==> src/rtl/biquad_cascade_stream_if.sv <==
// Sample stream and coefficient/control register port of the biquad cascade engine.
// The engine takes the slave view; whoever feeds samples and coefficients takes the master view.
interface biquad_cascade_stream_if #(
    parameter int DATA_W  = 16,
    parameter int COEFF_W = 32
);
    logic                     in_valid;
    logic                     in_ready;
    logic signed [DATA_W-1:0] in_data;
    logic                     out_valid;
    logic                     out_ready;
    logic signed [DATA_W-1:0] out_data;
    logic                     cfg_write;
    logic [7:0]               cfg_address;
    logic [COEFF_W-1:0]       cfg_writedata;

    modport slave (
        input  in_valid, in_data, out_ready, cfg_write, cfg_address, cfg_writedata,
        output in_ready, out_valid, out_data
    );

    modport master (
        output in_valid, in_data, out_ready, cfg_write, cfg_address, cfg_writedata,
        input  in_ready, out_valid, out_data
    );
endinterface

==> src/rtl/biquad_cascade_stream.sv <==
// Time-multiplexed Direct Form I biquad cascade: one shared MAC evaluates five taps per section,
// then rounds, saturates and feeds the next section. Coefficients are double-buffered.
module biquad_cascade_stream #(
    parameter int DATA_W     = 16,
    parameter int COEFF_W    = 32,
    parameter int COEFF_FRAC = 30,
    parameter int SECTIONS   = 2
) (
    input  logic                   clk,
    input  logic                   reset,
    biquad_cascade_stream_if.slave bus,
    output logic                   busy,
    output logic                   sat_flag
);
    localparam int ACC_W  = DATA_W + COEFF_W + 3;
    localparam int PROD_W = DATA_W + COEFF_W;
    localparam int SW     = (SECTIONS > 1) ? $clog2(SECTIONS) : 1;
    localparam int NS     = 1 << SW;

    localparam logic signed [ACC_W-1:0]   ROUND_C   = ACC_W'(1) << (COEFF_FRAC - 1);
    localparam logic signed [ACC_W-1:0]   SAT_MAX   = {{(ACC_W-DATA_W+1){1'b0}}, {(DATA_W-1){1'b1}}};
    localparam logic signed [ACC_W-1:0]   SAT_MIN   = {{(ACC_W-DATA_W+1){1'b1}}, {(DATA_W-1){1'b0}}};
    localparam logic signed [DATA_W-1:0]  DATA_MAX  = {1'b0, {(DATA_W-1){1'b1}}};
    localparam logic signed [DATA_W-1:0]  DATA_MIN  = {1'b1, {(DATA_W-1){1'b0}}};
    localparam logic signed [COEFF_W-1:0] COEF_ONE  = COEFF_W'(1) << COEFF_FRAC;
    localparam logic [SW-1:0]             LAST_SECT = SW'(SECTIONS - 1);
    localparam logic [4:0]                SECT_LIM  = 5'(SECTIONS);

    typedef enum logic [1:0] {IDLE, MAC, SCALE} state_t;

    state_t                     state_q, state_d;
    logic [SW-1:0]              sect_q, sect_d;
    logic [2:0]                 tap_q, tap_d;
    logic signed [ACC_W-1:0]    acc_q, acc_d;
    logic signed [DATA_W-1:0]   x_q, x_d;
    logic                       outValid_q, outValid_d;
    logic signed [DATA_W-1:0]   outData_q, outData_d;
    logic                       sat_q, sat_d;
    logic                       bypass_q, bypass_d;
    logic                       bypassRun_q, bypassRun_d;
    logic                       commitPend_q, commitPend_d;
    logic                       clrHistPend_q, clrHistPend_d;

    logic signed [COEFF_W-1:0]  coefShd_q [NS][5];
    logic signed [COEFF_W-1:0]  coefAct_q [NS][5];
    logic signed [DATA_W-1:0]   x1_q [NS];
    logic signed [DATA_W-1:0]   x2_q [NS];
    logic signed [DATA_W-1:0]   y1_q [NS];
    logic signed [DATA_W-1:0]   y2_q [NS];

    logic [4:0]                 wrSect;
    logic [2:0]                 wrTap;
    logic                       ctrlWr, coefWr, inReady, accept;
    logic                       commitApply, clrApply, histWe, satEvent, clamp;
    logic signed [DATA_W-1:0]   operand, satVal;
    logic signed [COEFF_W-1:0]  coef;
    logic signed [PROD_W-1:0]   product;
    logic signed [ACC_W-1:0]    productExt, accRnd, shifted;

    assign wrSect      = bus.cfg_address[7:3];
    assign wrTap       = bus.cfg_address[2:0];
    assign ctrlWr      = bus.cfg_write && (bus.cfg_address == 8'hFF);
    assign coefWr      = bus.cfg_write && (wrSect < SECT_LIM) && (wrTap <= 3'd4);
    assign inReady     = (state_q == IDLE) && !outValid_q && !reset;
    assign accept      = bus.in_valid && inReady;
    assign commitApply = commitPend_q && (state_q == IDLE);
    assign clrApply    = clrHistPend_q && (state_q == IDLE);

    assign bus.in_ready  = inReady;
    assign bus.out_valid = outValid_q;
    assign bus.out_data  = outData_q;
    assign busy          = (state_q != IDLE);
    assign sat_flag      = sat_q;

    // Tap t of the current section pairs coefficient t with x, x1, x2, y1, y2 in that order.
    always_comb begin
        operand = x_q;
        coef    = coefAct_q[sect_q][0];
        case (tap_q)
            3'd1: begin operand = x1_q[sect_q]; coef = coefAct_q[sect_q][1]; end
            3'd2: begin operand = x2_q[sect_q]; coef = coefAct_q[sect_q][2]; end
            3'd3: begin operand = y1_q[sect_q]; coef = coefAct_q[sect_q][3]; end
            3'd4: begin operand = y2_q[sect_q]; coef = coefAct_q[sect_q][4]; end
            default: ;
        endcase
    end

    assign product    = coef * operand;
    assign productExt = {{(ACC_W-PROD_W){product[PROD_W-1]}}, product};
    assign accRnd     = acc_q + ROUND_C;
    assign shifted    = accRnd >>> COEFF_FRAC;

    always_comb begin
        satVal = shifted[DATA_W-1:0];
        clamp  = 1'b0;
        if (shifted > SAT_MAX) begin
            satVal = DATA_MAX;
            clamp  = 1'b1;
        end else if (shifted < SAT_MIN) begin
            satVal = DATA_MIN;
            clamp  = 1'b1;
        end
    end

    always_comb begin
        state_d     = state_q;
        sect_d      = sect_q;
        tap_d       = tap_q;
        acc_d       = acc_q;
        x_d         = x_q;
        outValid_d  = outValid_q;
        outData_d   = outData_q;
        bypassRun_d = bypassRun_q;
        histWe      = 1'b0;
        satEvent    = 1'b0;
        if (outValid_q && bus.out_ready) outValid_d = 1'b0;
        case (state_q)
            IDLE: begin
                if (accept) begin
                    x_d         = bus.in_data;
                    sect_d      = '0;
                    tap_d       = '0;
                    acc_d       = '0;
                    bypassRun_d = bypass_q;
                    state_d     = bypass_q ? SCALE : MAC;
                end
            end
            MAC: begin
                // Feed-forward taps accumulate, feedback taps (a1, a2) subtract.
                acc_d = (tap_q < 3'd3) ? acc_q + productExt : acc_q - productExt;
                tap_d = tap_q + 3'd1;
                if (tap_q == 3'd4) state_d = SCALE;
            end
            SCALE: begin
                if (bypassRun_q) begin
                    outData_d  = x_q;
                    outValid_d = 1'b1;
                    state_d    = IDLE;
                end else begin
                    histWe   = 1'b1;
                    satEvent = clamp;
                    x_d      = satVal;
                    acc_d    = '0;
                    tap_d    = '0;
                    if (sect_q == LAST_SECT) begin
                        outData_d  = satVal;
                        outValid_d = 1'b1;
                        state_d    = IDLE;
                    end else begin
                        sect_d  = sect_q + SW'(1);
                        state_d = MAC;
                    end
                end
            end
            default: state_d = IDLE;
        endcase
    end

    // Control requests stay pending until the engine is idle, so in-flight samples see a stable bank.
    always_comb begin
        bypass_d      = ctrlWr ? bus.cfg_writedata[0] : bypass_q;
        commitPend_d  = (commitPend_q && !commitApply) || (ctrlWr && bus.cfg_writedata[2]);
        clrHistPend_d = (clrHistPend_q && !clrApply) || (ctrlWr && bus.cfg_writedata[1]);
        sat_d         = (sat_q && !(ctrlWr && bus.cfg_writedata[3])) || satEvent;
    end

    always_ff @(posedge clk or posedge reset) begin
        if (reset) begin
            state_q       <= IDLE;
            sect_q        <= '0;
            tap_q         <= '0;
            acc_q         <= '0;
            x_q           <= '0;
            outValid_q    <= 1'b0;
            outData_q     <= '0;
            sat_q         <= 1'b0;
            bypass_q      <= 1'b0;
            bypassRun_q   <= 1'b0;
            commitPend_q  <= 1'b0;
            clrHistPend_q <= 1'b0;
        end else begin
            state_q       <= state_d;
            sect_q        <= sect_d;
            tap_q         <= tap_d;
            acc_q         <= acc_d;
            x_q           <= x_d;
            outValid_q    <= outValid_d;
            outData_q     <= outData_d;
            sat_q         <= sat_d;
            bypass_q      <= bypass_d;
            bypassRun_q   <= bypassRun_d;
            commitPend_q  <= commitPend_d;
            clrHistPend_q <= clrHistPend_d;
        end
    end

    always_ff @(posedge clk or posedge reset) begin
        if (reset) begin
            for (int s = 0; s < NS; s++) begin
                for (int t = 0; t < 5; t++) begin
                    coefShd_q[s][t] <= (t == 0) ? COEF_ONE : '0;
                    coefAct_q[s][t] <= (t == 0) ? COEF_ONE : '0;
                end
            end
        end else begin
            if (coefWr) coefShd_q[wrSect[SW-1:0]][wrTap] <= bus.cfg_writedata;
            if (commitApply) coefAct_q <= coefShd_q;
        end
    end

    always_ff @(posedge clk or posedge reset) begin
        if (reset) begin
            for (int s = 0; s < NS; s++) begin
                x1_q[s] <= '0;
                x2_q[s] <= '0;
                y1_q[s] <= '0;
                y2_q[s] <= '0;
            end
        end else if (clrApply) begin
            for (int s = 0; s < NS; s++) begin
                x1_q[s] <= '0;
                x2_q[s] <= '0;
                y1_q[s] <= '0;
                y2_q[s] <= '0;
            end
        end else if (histWe) begin
            x2_q[sect_q] <= x1_q[sect_q];
            x1_q[sect_q] <= x_q;
            y2_q[sect_q] <= y1_q[sect_q];
            y1_q[sect_q] <= satVal;
        end
    end
endmodule

==> src/flat_wrapper.sv <==
// flat-port wrapper written by rule: the top's interface ports become plain ports
module biquad_cascade_stream_flat 
#(
    parameter int DATA_W     = 16,
    parameter int COEFF_W    = 32,
    parameter int COEFF_FRAC = 30,
    parameter int SECTIONS   = 2
)
  (clk, reset, busy, sat_flag, bus_in_valid, bus_in_data, bus_out_ready, bus_cfg_write, bus_cfg_address, bus_cfg_writedata, bus_in_ready, bus_out_valid, bus_out_data);
  biquad_cascade_stream_if #(.DATA_W(DATA_W), .COEFF_W(COEFF_W)) bus_i ();
  input  logic clk;
  input  logic reset;
  output logic busy;
  output logic sat_flag;
  input wire logic [$bits(bus_i.in_valid)-1:0] bus_in_valid;
  input wire logic [$bits(bus_i.in_data)-1:0] bus_in_data;
  input wire logic [$bits(bus_i.out_ready)-1:0] bus_out_ready;
  input wire logic [$bits(bus_i.cfg_write)-1:0] bus_cfg_write;
  input wire logic [$bits(bus_i.cfg_address)-1:0] bus_cfg_address;
  input wire logic [$bits(bus_i.cfg_writedata)-1:0] bus_cfg_writedata;
  output wire logic [$bits(bus_i.in_ready)-1:0] bus_in_ready;
  output wire logic [$bits(bus_i.out_valid)-1:0] bus_out_valid;
  output wire logic [$bits(bus_i.out_data)-1:0] bus_out_data;
  assign bus_i.in_valid = bus_in_valid;
  assign bus_i.in_data = bus_in_data;
  assign bus_i.out_ready = bus_out_ready;
  assign bus_i.cfg_write = bus_cfg_write;
  assign bus_i.cfg_address = bus_cfg_address;
  assign bus_i.cfg_writedata = bus_cfg_writedata;
  assign bus_in_ready = bus_i.in_ready;
  assign bus_out_valid = bus_i.out_valid;
  assign bus_out_data = bus_i.out_data;
  biquad_cascade_stream #(.DATA_W(DATA_W), .COEFF_W(COEFF_W), .COEFF_FRAC(COEFF_FRAC), .SECTIONS(SECTIONS)) u_core (.clk(clk), .reset(reset), .bus(bus_i), .busy(busy), .sat_flag(sat_flag));
endmodule
==> config.mk <==
export PLATFORM = sky130hd
export DESIGN_NAME = biquad_cascade_stream_flat
export DESIGN_NICKNAME = d
export VERILOG_FILES = /design/src/rtl/biquad_cascade_stream_if.sv /design/src/rtl/biquad_cascade_stream.sv /design/src/flat_wrapper.sv
export SDC_FILE = /design/constraint.sdc
export NUM_CORES = 2
export LEC_CHECK = 0
export BUFFER_PORTS_ARGS = -buffer_cell sky130_fd_sc_hd__buf_2
export CORE_MARGIN = 5
export CORE_UTILIZATION = 50
export DETAILED_ROUTE_END_ITERATION = 10
export PLACE_DENSITY = 0.67
export SLEW_MARGIN = 10
export SYNTH_ARGS = -nofsm -noshare
export SYNTH_HDL_FRONTEND = slang
export SYNTH_SLANG_ARGS = --single-unit
==> constraint.sdc <==
create_clock -name clk -period 46.7 [get_ports clk]
set_clock_uncertainty 0.1 [all_clocks]
set_input_delay 4.67 -clock clk [delete_from_list [all_inputs] [get_ports clk]]
set_output_delay 4.67 -clock clk [all_outputs]
set_load 0.05 [all_outputs]
==> impl_metrics.json <==
{
  "status": "finished, final reports clean",
  "syn_area_per_cell_um2": 10.6,
  "end_kind": "register",
  "wl_met3_um": 8420,
  "cts_root_buffer": "clkbuf_16",
  "die_w_um": 350,
  "grt_pass1_wl_um": 243000,
  "mostFrequentLayoutCells": "858 x dfrtp_1, 642 x mux2_2, 624 x inv_1, 500 x nand2_1, 487 x fa_1",
  "path_buf_inv": 7,
  "async_reset_ff_share_pct": 100,
  "worstSetupPathType": "register to register",
  "io_pins": 81,
  "dr.max_layer_used": "met5",
  "finalMaxSlewViolations": 0,
  "track_usage_pct": 25.0,
  "critPathRequiredTime_ns": 47.18,
  "wl_met1_um": 65900,
  "crit_cells": 43,
  "max_freq_mhz": 76.0,
  "cts_inserted_buffers": 90,
  "route.detailed.drc": 0,
  "initial_utilization_pct": 50.5,
  "start_kind": "register",
  "routed_wl_um": 151000,
  "post-place-ws_ns": 33.76,
  "cts_num_sinks": 863,
  "synth_area_um2": 57900,
  "area_growth_syn_to_layout_pct": 8.43,
  "clock_latency_ns": 0.68,
  "fp.dieH_um": 350,
  "gp_congestion": 0.919,
  "antenna_left": 0,
  "yosysWarningCount": 0,
  "antenna_cells": 0,
  "htree_levels": 3,
  "fin_setup_tns_ns": 0,
  "wire_per_inst_um": 21.6,
  "vias": 40700,
  "ff2ff_path_depth": 43,
  "postCtsHoldBufs": 0,
  "vias_per_cell": 5.84,
  "fill_cells": 9796,
  "buffer_ports.inserted": 80,
  "synthCells": 5467,
  "drt_first_pass_iters": 6,
  "clk_pin_slew_ns": 0.06,
  "synth_top_cell_area_share_pct": 37.1,
  "critPathMostFrequentCell": "fa_1",
  "crit_family": "compound AO/OA/AOI/OAI gates",
  "ys_seq_area_share_pct": 37.3,
  "slowest_delay_ns": 0.70,
  "dpl.hpwl_um": 105000,
  "rsz0062_at_grt": "no",
  "synth_area_leaders": "dfrtp_1 37%, fa_1 17%, mux2_2 12%",
  "synth_cell_types": 91,
  "grt_start_max_net_pins": 207,
  "cts_tree": "done",
  "period_needed_ns": 13.16,
  "synth-edff-count": 0,
  "rows": 124,
  "grt-ovfl-total": 0,
  "max_slew.worst_pin.slew_ns": 1.28,
  "min_path_type": "register to register",
  "core_area_um2": 115000,
  "fin_util_pct": 54.7,
  "post_cts_buffers": 0,
  "die_area_um2": 123000,
  "finalSetupViolations": 0,
  "cp_max_fo": 55,
  "crit_arrival_ns": 13.64,
  "route.met2.wl_um": 72800,
  "cts_max_path_buffers": 3,
  "slowest_stage": "a221oi_1",
  "cts_resized": 0,
  "nNetsFinal": 6106,
  "worst_slack_ns": 33.54,
  "syn_nets": 6186,
  "maxCapViolCount": 0,
  "synth_top_cell_by_area": "dfrtp_1",
  "drive_gt1_share_pct": 18.5,
  "grt_antenna_before_repair": 1,
  "final-hold-violation-count": 0,
  "hold_depth": 2,
  "ys_ff_latch": 863,
  "slew_headroom_pct": 14.2,
  "finalCritPeriodShare_pct": 28.2,
  "dr.first_iter.drc_count": 3489,
  "layout_commonest_cell": "dfrtp_1",
  "yosys_most_used_dff": "dfrtp_1",
  "grt_pass1_vias": 42600
}
[layout make-up]
type / instances / area [um2] / area share [%]
multi-input combinational: 3652 / 32900 / 52.5
tap: 1512 / 1890 / 3.01
timing repair buffer: 154 / 993 / 1.58
clock buffer: 136 / 2630 / 4.19
sequential: 863 / 21600 / 34.4
inverter: 626 / 2360 / 3.76
clock inverter: 29 / 359 / 0.572
[cell usage after synthesis (22+ instances only)]
cell type	instances
dfrtp_1	859
mux2_2	642
inv_1	625
nand2_1	501
fa_1	487
nor2_1	400
clkbuf_1	259
o21ai_0	226
ha_1	171
a21oi_1	162
a22o_1	108
mux2i_1	76
xor2_1	71
a221oi_1	68
xnor2_1	68
nand3_1	57
buf_1	56
and3_1	45
a21o_1	43
nor3_1	40
o21a_1	37
a22oi_1	36
o211ai_1	34
o22ai_1	34
nand2b_1	30
and2_1	26
nand4_1	22
[worst min-delay path, stage by stage (launching register included)]
cell and delay, ns:
dfrtp_1 0.33, nand2_1 0.05, o21ai_0 0.06
[metrics by stage]
stage	std cells	hold WS [ns]	instance area, um2
after global placement	6807	0.362	59800
after floorplan	5467	0.350	57900
after CTS	6972	0.380	62700
after detailed placement	6807	0.365	59800
final	6972	0.373	62700
after global routing	6972	0.409	62700
[worst paths after layout]
path	start	endpoint	slack, ns
worst max-delay path	u_core.tap_q[1]	u_core.acc_q[49]	33.54
worst min-delay path	u_core.bus.out_data[5]	u_core.bus.out_data[5]	0.37
worst max register to register	u_core.tap_q[1]	u_core.acc_q[49]	33.54
worst min register to register	u_core.bus.out_data[5]	u_core.bus.out_data[5]	0.37
max in group asynchronous	reset	u_core.coefAct_q[78]	38.45
min in group asynchronous	reset	u_core.bus.out_data[9]	4.08
[state kept, by name, summed over array words and instances (netlist names), 3 cells and up]
name / flops
u_core.coefAct_q: 320
u_core.coefShd_q: 320
u_core.bus.out_data: 16
u_core.x2_q: 32
u_core.acc_q: 51
u_core.y1_q: 32
u_core.x1_q: 32
u_core.tap_q: 3
u_core.y2_q: 32
u_core.x_q: 16
[logic make-up (layout without fill, tap and decap cells)]
group / after synthesis / in the layout / synth area share (%)
simple gates: 1214 / 1214 / 9.16
buf+inv: 952 / 945 / 6.21
compound gates: 923 / 923 / 10.8
flops: 863 / 863 / 37.3
mux: 718 / 718 / 13.8
fa+ha+maj: 658 / 658 / 20.5
xor+xnor: 139 / 139 / 2.10
[metal layers]
layer | vias to the layer above | track usage [%]
li1 | 18200 | -
met4 | 2 | 6.35
met1 | 21200 | 34.2
met5 | - | 0
met3 | 246 | 3.86
met2 | 1124 | 42.0
Power is not shown: default switching activity piles up to over one toggle a cycle in this logic, so the estimate is an artifact.
